## src/rtl/hdlc_rxbuf_reader.sv

```systemverilog
// HDLC receive-buffer reader: fetches the length word, CRC-checks the frame, then streams the payload.
// Optional HDLC_RD_STATS_EN adds saturating good/bad frame counters.
module hdlc_rxbuf_reader #(
  parameter int unsigned ADDR_W      = 9,
  parameter int unsigned LEN_LO_ADDR = 510,
  parameter int unsigned LEN_HI_ADDR = 511,
  parameter int unsigned MIN_LEN     = 3,
  parameter int unsigned MAX_LEN     = 508,
  parameter logic [15:0] CRC_RESIDUE = 16'hF0B8
) (
  input  logic              clk_100m,
  input  logic              rst_n,
  input  logic              rx_int,
  output logic              ram_rd_en,
  output logic [ADDR_W-1:0] ram_rd_addr,
  input  logic [7:0]        ram_rd_data,
  output logic [7:0]        m_tdata,
  output logic              m_tvalid,
  input  logic              m_tready,
  output logic              m_tlast,
  output logic              frame_done,
  output logic              frame_ok,
  output logic [8:0]        frame_len,
  output logic [1:0]        err_code,
  output logic              overrun,
  output logic              busy
`ifdef HDLC_RD_STATS_EN
  ,
  output logic [15:0]       good_cnt,
  output logic [15:0]       bad_cnt
`endif
);

  typedef enum logic [2:0] {IDLE, RD_LEN, CHKLEN, CRC, STREAM, DONE} state_t;

  state_t            state;
  logic [1:0]        int_sync;
  logic              int_sync_d;
  logic              int_edge;
  logic [ADDR_W-1:0] rd_addr;
  logic [ADDR_W-1:0] rd_last;
  logic              rd_more;
  logic              rd_vld;
  logic [8:0]        rx_idx;
  logic [8:0]        count;
  logic [7:0]        len_lo;
  logic [15:0]       crc;
  logic [15:0]       crc_nxt;
  logic [7:0]        sk_data;
  logic              sk_last;
  logic              sk_vld;
  logic              pop;
  logic              push;
  logic              push_last;
  logic [2:0]        occ;
  logic              room;

  function automatic logic [15:0] crc_byte(input logic [15:0] c_in, input logic [7:0] d);
    logic [15:0] c;
    c = c_in;
    for (int unsigned i = 0; i < 8; i++) begin
      if (c[0] ^ d[i]) c = (c >> 1) ^ 16'h8408;
      else             c = c >> 1;
    end
    return c;
  endfunction

  // Read enable is decoded from registered state plus the current pop so the
  // 2-entry skid buffer sustains one byte per cycle with 1-cycle RAM latency.
  always_comb begin
    int_edge    = int_sync[1] & ~int_sync_d;
    pop         = m_tvalid && m_tready;
    push        = rd_vld && (state == STREAM);
    push_last   = (rx_idx == count - 9'd3);
    occ         = 3'(m_tvalid) + 3'(sk_vld) + 3'(rd_vld) - 3'(pop);
    room        = (state != STREAM) || (occ < 3'd2);
    ram_rd_en   = rd_more && room;
    ram_rd_addr = rd_addr;
    crc_nxt     = crc_byte(crc, ram_rd_data);
  end

  always_ff @(posedge clk_100m or negedge rst_n) begin
    if (!rst_n) begin
      state      <= IDLE;
      int_sync   <= '0;
      int_sync_d <= 1'b0;
      rd_addr    <= '0;
      rd_last    <= '0;
      rd_more    <= 1'b0;
      rd_vld     <= 1'b0;
      rx_idx     <= '0;
      count      <= '0;
      len_lo     <= '0;
      crc        <= '1;
      sk_data    <= '0;
      sk_last    <= 1'b0;
      sk_vld     <= 1'b0;
      m_tdata    <= '0;
      m_tvalid   <= 1'b0;
      m_tlast    <= 1'b0;
      frame_done <= 1'b0;
      frame_ok   <= 1'b0;
      frame_len  <= '0;
      err_code   <= '0;
      overrun    <= 1'b0;
      busy       <= 1'b0;
    end else begin
      int_sync   <= {int_sync[0], rx_int};
      int_sync_d <= int_sync[1];
      rd_vld     <= ram_rd_en;
      frame_done <= 1'b0;
      overrun    <= int_edge && (state != IDLE);

      if (ram_rd_en) begin
        if (rd_addr == rd_last) rd_more <= 1'b0;
        else                    rd_addr <= rd_addr + ADDR_W'(1);
      end
      if (rd_vld) rx_idx <= rx_idx + 9'd1;

      if (!m_tvalid || m_tready) begin
        if (sk_vld) begin
          m_tdata  <= sk_data;
          m_tlast  <= sk_last;
          m_tvalid <= 1'b1;
          sk_vld   <= push;
          if (push) begin
            sk_data <= ram_rd_data;
            sk_last <= push_last;
          end
        end else begin
          m_tvalid <= push;
          m_tlast  <= push && push_last;
          if (push) m_tdata <= ram_rd_data;
        end
      end else if (push) begin
        sk_data <= ram_rd_data;
        sk_last <= push_last;
        sk_vld  <= 1'b1;
      end

      case (state)
        IDLE: begin
          if (int_edge) begin
            state   <= RD_LEN;
            busy    <= 1'b1;
            rd_addr <= ADDR_W'(LEN_LO_ADDR);
            rd_last <= ADDR_W'(LEN_HI_ADDR);
            rd_more <= 1'b1;
            rx_idx  <= '0;
          end
        end
        RD_LEN: begin
          if (rd_vld) begin
            if (rx_idx == 9'd0) begin
              len_lo <= ram_rd_data;
            end else begin
              count <= {ram_rd_data[0], len_lo};
              state <= CHKLEN;
            end
          end
        end
        CHKLEN: begin
          if (count < 9'(MIN_LEN) || count > 9'(MAX_LEN)) begin
            state      <= DONE;
            frame_done <= 1'b1;
            frame_ok   <= 1'b0;
            err_code   <= 2'd2;
            frame_len  <= (count >= 9'd2) ? count - 9'd2 : '0;
          end else begin
            state   <= CRC;
            crc     <= '1;
            rd_addr <= '0;
            rd_last <= ADDR_W'(count - 9'd1);
            rd_more <= 1'b1;
            rx_idx  <= '0;
          end
        end
        CRC: begin
          if (rd_vld) begin
            crc <= crc_nxt;
            if (rx_idx == count - 9'd1) begin
              frame_len <= count - 9'd2;
              if (crc_nxt == CRC_RESIDUE) begin
                state   <= STREAM;
                rd_addr <= '0;
                rd_last <= ADDR_W'(count - 9'd3);
                rd_more <= 1'b1;
                rx_idx  <= '0;
              end else begin
                state      <= DONE;
                frame_done <= 1'b1;
                frame_ok   <= 1'b0;
                err_code   <= 2'd1;
              end
            end
          end
        end
        STREAM: begin
          if (pop && m_tlast) begin
            state      <= DONE;
            frame_done <= 1'b1;
            frame_ok   <= 1'b1;
            err_code   <= 2'd0;
          end
        end
        DONE: begin
          state <= IDLE;
          busy  <= 1'b0;
        end
        default: state <= IDLE;
      endcase
    end
  end

`ifdef HDLC_RD_STATS_EN
  logic [16:0] bad_sum;

  always_comb begin
    bad_sum = 17'(bad_cnt) + 17'(frame_done && !frame_ok) + 17'(overrun);
  end

  always_ff @(posedge clk_100m or negedge rst_n) begin
    if (!rst_n) begin
      good_cnt <= '0;
      bad_cnt  <= '0;
    end else begin
      if (frame_done && frame_ok && good_cnt != '1) good_cnt <= good_cnt + 16'd1;
      bad_cnt <= bad_sum[16] ? '1 : bad_sum[15:0];
    end
  end
`endif

endmodule
```

## config.mk

```make
export PLATFORM = sky130hd
export DESIGN_NAME = hdlc_rxbuf_reader
export DESIGN_NICKNAME = d
export VERILOG_FILES = /design/src/rtl/hdlc_rxbuf_reader.sv
export SDC_FILE = /design/constraint.sdc
export NUM_CORES = 1
export LEC_CHECK = 0
export BUFFER_PORTS_ARGS = -buffer_cell sky130_fd_sc_hd__buf_2
export CAP_MARGIN = 20
export CORE_ASPECT_RATIO = 0.7
export CORE_UTILIZATION = 54
export DETAILED_ROUTE_END_ITERATION = 12
export GPL_ROUTABILITY_DRIVEN = 1
export PLACE_DENSITY = 0.86
export SLEW_MARGIN = 20
export SYNTH_ARGS = -nofsm -noshare
export SYNTH_HDL_FRONTEND = slang
export SYNTH_SLANG_ARGS = --single-unit
```

## constraint.sdc

```tcl
create_clock -name clk_100m -period 2.8 [get_ports clk_100m]
set_input_delay 0.42 -clock clk_100m [delete_from_list [all_inputs] [get_ports clk_100m]]
set_output_delay 0.42 -clock clk_100m [all_outputs]
set_load 0.02 [all_outputs]
```

==> metrics.md <==
| Metric | Value |
|---|---|
| Status | finished with violations |
| Failing checks | setup timing |
| Antenna violations before repair | 0 |
| CP required | 3.04 ns |
| Crit-path leading delay family | simple AND/OR/NAND/NOR gates |
| Pwr dens | 420 nW/um^2 |
| Register area share after synthesis | 46.5% |
| Avg Synthesized Cell Area | 9.86 um^2 |
| Clk_lat worst skew | 0.36 ns |
| Max Cap Violations | 0 |
| Tcrit/Tclk final | 102% |
| Startpoint type of the worst setup path | flip-flop |
| Die Area | 10800 um^2 |
| First-pass DRT Iterations | 5 |
| Global Route Usage Sum | 30.1% |
| CP Depth | 12 |
| Cell mode on critical path | or3_4 |
| CTS H-tree lvls | 3 |
| # port buffers | 46 |
| DPL Wire Length | 11.0 mm |
| Initial core utilization | 56.6% |
| Iteration-0 DRC Markers | 493 |
| Worst Setup Path Type | flip-flop to flip-flop |
| Post-synth ARST share | 100% |
| Routed WL | 15.5 mm |
| Synthesized flop and latch total | 103 |
| Drt drc | 0 |
| Crit path max fanout | 5 |
| Fin util | 68.4% |
| RSZ-0062 raised after global routing | yes |
| Ys Warns | 0 |
| Most common flop cell mapped by yosys | dfrtp_1 |
| Drt wl/cell | 19.9 um |
| Cell count of the worst reg-to-reg path | 12 |
| FP Rows | 30 |
| CP Cell Sequence | inv_2 > ha_4 > or4b_4 > a21oi_1 > a2111oi_4 > o2111ai_2 > or3_4 > or3_4 > a21boi_4 > buf_12 > clkbuf_16 > nor2_1 |
| Num Clock Sinks | 103 |
| CP Buf/Inv Count | 3 |
| Worst vdd ir | 0.000301 V |
| Io pins | 47 |
| First-pass GRT wire length | 23.7 mm |
| Area of the core | 9870 um^2 |
| Layout cells sized above 1 | 28.0% |
| EDFF count, synth | 0 |
| Commonest cells in the netlist | dfrtp_1 (87), nand2_1 (70), xnor2_1 (41) |
| Syn-to-layout area delta | 20.8% |
| Worst rel slew slack | 31.8% |
| P_leak | 3.21 nW |
| Max Slew Vio Count | 0 |
| Hold_ws | 0.0887 ns |
| ANT cells | 0 |
| Post-CTS Hold Buffers | 0 |
| DIE HEIGHT | 87.1 um |
| Nets | 670 |
| CP startpoint | count[1] |
| Setup slack, reg-to-reg | -0.05 ns |
| FF-to-FF End | rx_idx[5] |
| Slowest stage delay, CP | 0.40 ns |
| HP Class | primary input to async pin |
| Synth Net Count | 588 |
| Reg-to-reg startpoint | count[1] |
| Largest net degree at the start of global routing | 52 |
| Clock buffer depth | 2 |
| Worst-path clk slew | 0.07 ns |
| Mapped Cells | 567 |
| Via density per instance | 6.02 |
| Layout Skew | 0.00943 ns |
| Final WS setup | -0.0459 ns |
| Die X | 124 um |
| Highest Clock Rate | 351 MHz |
| Netlist Area Pre-Place | 5590 um^2 |
| Final min period | 2.85 ns |
| Number of global-route vias before repair | 4489 |
| Remaining antenna violation count after routing | 0 |
| CP max stage cell | or3_4 |
| Synth area leader | dfrtp_1 |
| CP endpoint kind | flip-flop |
| Final setup fails | 17 |
| Global-route congestion overflow total | 0 |
| GP Congestion | 0.976 |
| Root Buffer | clkbuf_16 |
| Via Count | 4710 |
| Post-synth cell types | 58 |
| CTS tree | done |
| TritonCTS Buffers | 9 |
| Yosys top cell area share | 39.0% |
| Worst-Margin Slew | 1.02 ns |
| Crit path DAT | 3.09 ns |
| Count leader, synth | dfrtp_1 |
| Count of final hold-check violations | 0 |
| Worst setup path end | rx_idx[5] |
| Area contributors post-synth | dfrtp_1 (39%), dfstp_2 (7.5%), xnor2_1 (6.4%) |
[where the power goes]
part	internal (W)	total (W)	switching [W]
clock network	0.000633	0.00122	0.000588
registers	0.00150	0.00150	0.00000391
logic	0.0000405	0.000116	0.0000756
total	0.00217	0.00284	0.000668
[cell families after synthesis]
family / share of synthesized area (%)
AND/OR/NAND/NOR: 16.9
AO/OA/AOI/OAI: 12.2
adder cells (fa/ha/maj): 2.19
multiplexers: 6.92
flip-flops: 46.5
XOR/XNOR: 12.2
buffers and inverters: 3.04
[registers in the layout, indices dropped and copies added (netlist names), 2 cells and up]
| register | cells |
|---|---|
| rx_idx | 9 |
| frame_len | 9 |
| count | 9 |
| int_sync | 2 |
| ram_rd_addr | 9 |
| sk_data | 8 |
| err_code | 2 |
| len_lo | 8 |
| m_tdata | 8 |
| rd_last | 9 |
| crc | 16 |
| state | 3 |
[how the worst min path moves through the flow]
stage	slack [ns]	end	start
4_1_cts	0.11	count[2]	rst_n
3_3_place_gp	0.34	int_sync[1]	int_sync[0]
6_report	0.09	m_tdata[6]	rst_n
5_1_grt	0.13	frame_len[8]	rst_n
2_1_floorplan	0.12	busy	rst_n
3_5_place_dp	0.34	int_sync[1]	int_sync[0]
[stage by stage]
stage | total power [W] | instances | TNS (ns) | area (um^2) | worst slack (ns)
finish | 0.00284 | 782 | -0.477 | 6750 | -0.0459
global route | 0.00292 | 782 | -2.62 | 6750 | -0.127
CTS | 0.00285 | 776 | 0 | 6600 | 0.00304
detailed placement | 0.00165 | 759 | -0.271 | 6270 | -0.0724
global placement | 0.00164 | 759 | 0 | 6270 | 0.0684
floorplan | 0.00158 | 567 | 0 | 5650 | 0.00668
[cell type report]
cell class,instances,area [um^2]
Clock buffer,10,239
Clock inverter,6,43.8
Fill cell,769,3120
Inverter,11,41.3
Multi-Input combinational cell,425,2980
Sequential cell,103,2600
Tap cell,128,160
Timing Repair Buffer,99,692
[what timing repair did]
| action | in CTS | in global routing |
|---|---|---|
| resized for setup | 8 | 14 |
| setup buffers | 1 | 4 |
| setup endpoints to repair | 19 | 39 |
| cloned | 0 | 2 |
| pin swaps | 1 | 1 |
[cell usage in the layout (no fill, tap or decap), types with 5 or more instances in the layout]
cell type,instances
a21oi_1,21
and2_1,6
nand2_1,70
dfrtp_1,87
nor2b_1,9
buf_2,44
ha_1,8
nand4_1,13
dfstp_2,16
nand2b_1,7
nor4_1,7
mux2_2,21
nor2_1,40
o21ai_0,39
xnor2_1,40
nor3_1,5
and3_1,6
a2bb2oi_1,5
clkbuf_16,10
buf_4,50
nand3_1,13
mux2i_1,15
inv_1,9
xor2_1,34
a21o_1,7
[metal layers]
layer  wire (um)  track usage, %  vias to the layer above
li1            -               -                     2133
met1        7060            43.1                     2350
met2        7030            45.5                      197
met3        1150            7.26                       30
met4         280            8.11                        0
met5           0               0                        -
No activity file was read; power rests on OpenSTA's default activity.
